<file path="src/rtl/operand_regfile_pkg.sv">
// Shared processor package: register file defaults and address types.
// Imported by operand_regfile and regfile_scoreboard.
package operand_regfile_pkg;

  localparam int DEF_DATA_W = 16;
  localparam int DEF_ADDR_W = 4;

  typedef logic [DEF_ADDR_W-1:0] reg_addr_t;

  localparam reg_addr_t ZERO_REG = '0;

endpackage

</file>
<file path="src/rtl/regfile_scoreboard.sv">
// Busy-bit scoreboard for the operand register file.
// Write-back clears, reservation sets; reservation wins on collision.
module regfile_scoreboard
  import operand_regfile_pkg::*;
#(
  parameter int ADDR_W = DEF_ADDR_W
) (
  input  logic              clk_i,
  input  logic              rst_ni,
  input  logic              set_i,
  input  logic [ADDR_W-1:0] set_addr_i,
  input  logic              clr_i,
  input  logic [ADDR_W-1:0] clr_addr_i,
  input  logic [ADDR_W-1:0] rsa_i,
  input  logic [ADDR_W-1:0] rta_i,
  output logic              busy_rs_o,
  output logic              busy_rt_o
);

  localparam int DEPTH = 1 << ADDR_W;
  localparam logic [ADDR_W-1:0] ZA = ADDR_W'(ZERO_REG);

  logic [DEPTH-1:0] busy_q;
  logic [DEPTH-1:0] busy_clr;
  logic [DEPTH-1:0] busy_d;

  // Apply write-back clear first, then the new producer's set.
  always_comb begin
    busy_clr = busy_q;
    if (clr_i && (clr_addr_i != ZA)) begin
      busy_clr[clr_addr_i] = 1'b0;
    end
    busy_d = busy_clr;
    if (set_i && (set_addr_i != ZA)) begin
      busy_d[set_addr_i] = 1'b1;
    end
  end

  // Readers see the post-clear, pre-set view.
  assign busy_rs_o = busy_clr[rsa_i];
  assign busy_rt_o = busy_clr[rta_i];

  // Busy vector register.
  always_ff @(posedge clk_i or negedge rst_ni) begin
    if (!rst_ni) begin
      busy_q <= '0;
    end else begin
      busy_q <= busy_d;
    end
  end

endmodule

</file>
<file path="src/rtl/operand_regfile.sv">
// Operand register file: two registered read ports, one write-back port.
// Optional write-to-read forwarding under OPERAND_REGFILE_BYPASS_EN.
module operand_regfile
  import operand_regfile_pkg::*;
#(
  parameter int DATA_W = DEF_DATA_W,
  parameter int ADDR_W = DEF_ADDR_W
) (
  input  logic              CLK,
  input  logic              RST_N,
  input  logic              RE,
  input  logic [ADDR_W-1:0] RSA,
  input  logic [ADDR_W-1:0] RTA,
  output logic [DATA_W-1:0] Rs,
  output logic [DATA_W-1:0] Rt,
  output logic              RVALID,
  output logic              BUSY_RS,
  output logic              BUSY_RT,
  input  logic              RSV,
  input  logic [ADDR_W-1:0] RDA,
  input  logic              WE,
  input  logic [ADDR_W-1:0] WA,
  input  logic [DATA_W-1:0] WD
);

  localparam int DEPTH = 1 << ADDR_W;
  localparam logic [ADDR_W-1:0] ZA = ADDR_W'(ZERO_REG);

  logic [DATA_W-1:0] regs_q [DEPTH];
  logic [DATA_W-1:0] rs_q, rs_d;
  logic [DATA_W-1:0] rt_q, rt_d;
  logic              rvalid_q;
  logic              brs_q, brt_q;
  logic              brs_w, brt_w;
  logic              we_ok;

  assign we_ok = WE && (WA != ZA);

  regfile_scoreboard #(
    .ADDR_W (ADDR_W)
  ) u_sb (
    .clk_i      (CLK),
    .rst_ni     (RST_N),
    .set_i      (RSV),
    .set_addr_i (RDA),
    .clr_i      (WE),
    .clr_addr_i (WA),
    .rsa_i      (RSA),
    .rta_i      (RTA),
    .busy_rs_o  (brs_w),
    .busy_rt_o  (brt_w)
  );

  // Read mux; register 0 is hardwired to zero.
  always_comb begin
    rs_d = (RSA == ZA) ? '0 : regs_q[RSA];
    rt_d = (RTA == ZA) ? '0 : regs_q[RTA];
`ifdef OPERAND_REGFILE_BYPASS_EN
    if (we_ok && (WA == RSA)) begin
      rs_d = WD;
    end
    if (we_ok && (WA == RTA)) begin
      rt_d = WD;
    end
`endif
  end

  // Register storage with write-back port.
  always_ff @(posedge CLK or negedge RST_N) begin
    if (!RST_N) begin
      for (int i = 0; i < DEPTH; i++) begin
        regs_q[i] <= '0;
      end
    end else if (we_ok) begin
      regs_q[WA] <= WD;
    end
  end

  // Registered operands and flags; held while RE is low.
  always_ff @(posedge CLK or negedge RST_N) begin
    if (!RST_N) begin
      rs_q     <= '0;
      rt_q     <= '0;
      brs_q    <= 1'b0;
      brt_q    <= 1'b0;
      rvalid_q <= 1'b0;
    end else begin
      rvalid_q <= RE;
      if (RE) begin
        rs_q  <= rs_d;
        rt_q  <= rt_d;
        brs_q <= brs_w;
        brt_q <= brt_w;
      end
    end
  end

  assign Rs      = rs_q;
  assign Rt      = rt_q;
  assign RVALID  = rvalid_q;
  assign BUSY_RS = brs_q;
  assign BUSY_RT = brt_q;

endmodule

</file>
<file path="config.mk">
export PLATFORM = sky130hd
export DESIGN_NAME = operand_regfile
export DESIGN_NICKNAME = d
export VERILOG_FILES = /design/src/rtl/operand_regfile_pkg.sv /design/src/rtl/regfile_scoreboard.sv /design/src/rtl/operand_regfile.sv
export SDC_FILE = /design/constraint.sdc
export NUM_CORES = 1
export LEC_CHECK = 0
export ABC_CLOCK_PERIOD_IN_PS = 4200
export CORE_ASPECT_RATIO = 1.4
export CORE_UTILIZATION = 40
export CTS_CLUSTER_SIZE = 12
export DETAILED_ROUTE_END_ITERATION = 12
export GPL_TIMING_DRIVEN = 0
export PLACE_DENSITY = 0.56
export SLEW_MARGIN = 20
export SYNTH_ARGS = -nofsm -noshare
export SYNTH_HDL_FRONTEND = slang
export SYNTH_SLANG_ARGS = --single-unit
</file>
<file path="constraint.sdc">
create_clock -name CLK -period 4.2 [get_ports CLK]
set_input_delay 1.05 -clock CLK [delete_from_list [all_inputs] [get_ports CLK]]
set_output_delay 1.05 -clock CLK [all_outputs]
set_load 0.02 [all_outputs]
</file>
==> run_results.csv <==
group,metric,value,unit
sta,fin_crit_sh,0.821,
global_routing,grt_overflow,0,
finish,nets,1170,
clock_tree,cts_resized,0,
finish,n_fill_cell,3519,
clock_tree,htree_levels,2,
setup_path,worst_setup_path_start_kind,"input port",
power,leakage,7.47,nW
sta,finalClockSkew,0.00992,ns
clock_tree,cts_buffer_depth,3,
clock_tree,cts_made_buffers,34,
finish,diodes,0,
synth,syn_avg_cell_area,15.2,um^2
sta,rsz0062_at_grt,"false",
finish,regArea,7680,um^2
setup_path,crit_slowest_cell,"nor2_1",
drt,wire_per_inst,27.4,um
synth,yosysWarnings,0,
sta,drv_slew,0,
drt,drtIter0Drc,589,
status,status,"finished, final reports clean",
power,switching_share,0.272,
finish,drive_above_1_share,0.437,
drt,drc,0,
power,powerDensity,506,nW/um^2
clock_tree,cts_tree,"done",
setup_path,crit_type,"input port to register",
placement,gp_congestion,0.840,
synth,synth_nets,1066,
clock_tree,cts_hold_buf,0,
sta,hold_violations,0,
sta,whs,0.480,ns
drt,first_pass_iters,5,
floorplanning,rows,85,
floorplanning,io_pins,72,
global_routing,grt_max_degree,85,
drt,wl,46000,um
finish,utilization,0.472,
synth,synth-edff-count,0,
global_routing,track_usage,0.241,
global_routing,antenna_found_initial,2,
setup_path,arrival,3.86,ns
synth,synth_cell_types,33,
setup_path,worstPathRequired,4.61,ns
placement,io_buffer_count,65,
synth,netlist_instances,1029,
synth,yosys.area.top_type_share,0.490,
sta,fmaxAchievable,0.290,GHz
synth,synthArstFlopShare,1.00,
sta,period_needed,3.45,ns
synth,yosys.cell_count.top_type,"dfrtp_1",
placement,dpl.hpwl,30800,um
sta,worst_pin_slew,1.13,ns
clock_tree,cts-root-buf,"clkbuf_16",
drt,num_vias,9676,
synth,ys_seq_area_frac,0.490,
finish,multi_input_area,7270,um^2
synth,synth_top_flop_cell,"dfrtp_1",
synth,synthTopCellsByArea,"dfrtp_1, mux4_2, mux2_2",
power,ir_worst_vdd,0.302,mV
drt,vias_per_cell,5.78,
power,seqPwrFrac,0.442,
power,pwr-share-clk,0.326,
floorplanning,initial_core_util,0.407,
synth,synth_top_area_cell,"dfrtp_1",
synth,netlist_top_cells_count,"dfrtp_1, mux2_2, mux4_2",
setup_path,r2r_start,"regs_q[13]$_DFFE_PN0P_",
drt,ant_nets,0,
finish,area_growth,15.8,%
setup_path,critPathCaptureType,"register",
clock_tree,clk_pin_slew_worst_paths,0.06,ns
floorplanning,dieArea,40000,um^2
sta,slew_headroom,0.243,
floorplanning,core,38500,um^2
synth,yosys_register_bits,307,
hold_path,hp-start,"regs_q[247]$_DFFE_PN0P_",
hold_path,hold_class,"register to register",
sta,setup_viol,0,
power,switchingPower,2.50,mW
global_routing,grt_pass1_vias,10400,
setup_path,rrSetupSlack,2.48,ns
setup_path,critPathLaunch,"WA[3]",
power,p_int,6.68,mW
floorplanning,dieWidth,169,um
job,cap_violations,0,
global_routing,grt_pass1_wl,68900,um
setup_path,cp_cell_sequence,"clkdlybuf4s50_1 > nand3b_1 > nor2_1 > buf_2 > mux2_2",
synth,syn_area,15700,um^2
power,combPwrFrac,0.232,
setup_path,cpPeakStageDelay,0.98,ns
clock_tree,cts.sinks,307,
clock_tree,cts_setup_buffers,0,
clock_tree,insertion_delay,0.53,ns
setup_path,crit_fanout,10,
floorplanning,die_h,236,um
[placed cells by master (no fill, tap or decap), drive strengths merged, types with 21 or more instances in the layout]
master         netlist  routed
o22ai               34      34
nand2               21      21
buf                 42      45
mux2               240     240
clkbuf              59     111
mux4               162     162
clkdlybuf4s50        0      64
dfrtp              307     307
o21ai               22      22
inv                 68      68
[power groups by stage]
| stage | logic (mW) | clock network, mW | registers [mW] |
|---|---|---|---|
| floorplan | 1.44 | 0 | 4.05 |
| global placement | 2.10 | 0 | 4.07 |
| detailed placement | 2.15 | 0 | 4.10 |
| CTS | 2.15 | 3.06 | 4.05 |
| global route | 2.29 | 3.17 | 4.15 |
| finish | 2.13 | 3.00 | 4.06 |
[layer usage]
layer	vias to the layer above	track usage	part of all wire
li1	4090	-	-
met1	5243	0.303	0.40
met2	251	0.416	0.52
met3	88	0.0372	0.041
met4	4	0.0920	0.037
met5	-	0	0.00059
[worst paths after layout]
kind / to / depth (start not counted)
setup / recovery: regs_q[169]$_DFFE_PN0P_ / 5
hold / removal: regs_q[247]$_DFFE_PN0P_ / 1
setup reg to reg: Rs[13]$_DFFE_PN0P_ / 4
hold reg to reg: regs_q[247]$_DFFE_PN0P_ / 1
max in group asynchronous: regs_q[24]$_DFFE_PN0P_ / 4
min in group asynchronous: u_sb.busy_q[10]$_DFF_PN0_ / 1
[registers in the layout, indices dropped and copies added (netlist names)]
register     cells
Rs              16
u_sb.busy_q     16
BUSY_RT          1
RVALID           1
BUSY_RS          1
Rt              16
regs_q         256
[critical path: cells and delay by family]
family / cells / cell delay, ns
buffers and inverters: 2 / 0.99
AND/OR/NAND/NOR: 2 / 1.42
multiplexers: 1 / 0.39
[through the flow]
step	area (um^2)	power [mW]	TNS, ns	worst slack [ns]	std cells
2_1_floorplan	15700	5.50	0	1.55	1029
3_3_place_gp	17000	6.17	-3605.55	-11.80	1616
3_5_place_dp	17100	6.25	0	0.243	1619
4_1_cts	18200	9.26	0	0.781	1675
5_1_grt	18200	9.61	0	0.765	1675
6_report	18200	9.18	0	0.751	1675
[kinds of logic after synthesis]
logic type             Yosys count  share of synthesized area
buffers and inverters          169                     0.0464
AND/OR/NAND/NOR                 69                     0.0239
flip-flops                     307                      0.490
multiplexers                   402                      0.405
AO/OA/AOI/OAI                   82                     0.0348
[area by class of cell]
class | count | share of cell area
flip-flops and latches | 307 | 0.423
multi-input cells | 553 | 0.400
clock buffers | 51 | 0.0555
repair buffers | 68 | 0.0407
well taps | 522 | 0.0360
plain buffers | 101 | 0.0261
inverters | 68 | 0.0141
clock inverters | 5 | 0.00413
(Power assumes the default switching activity.)
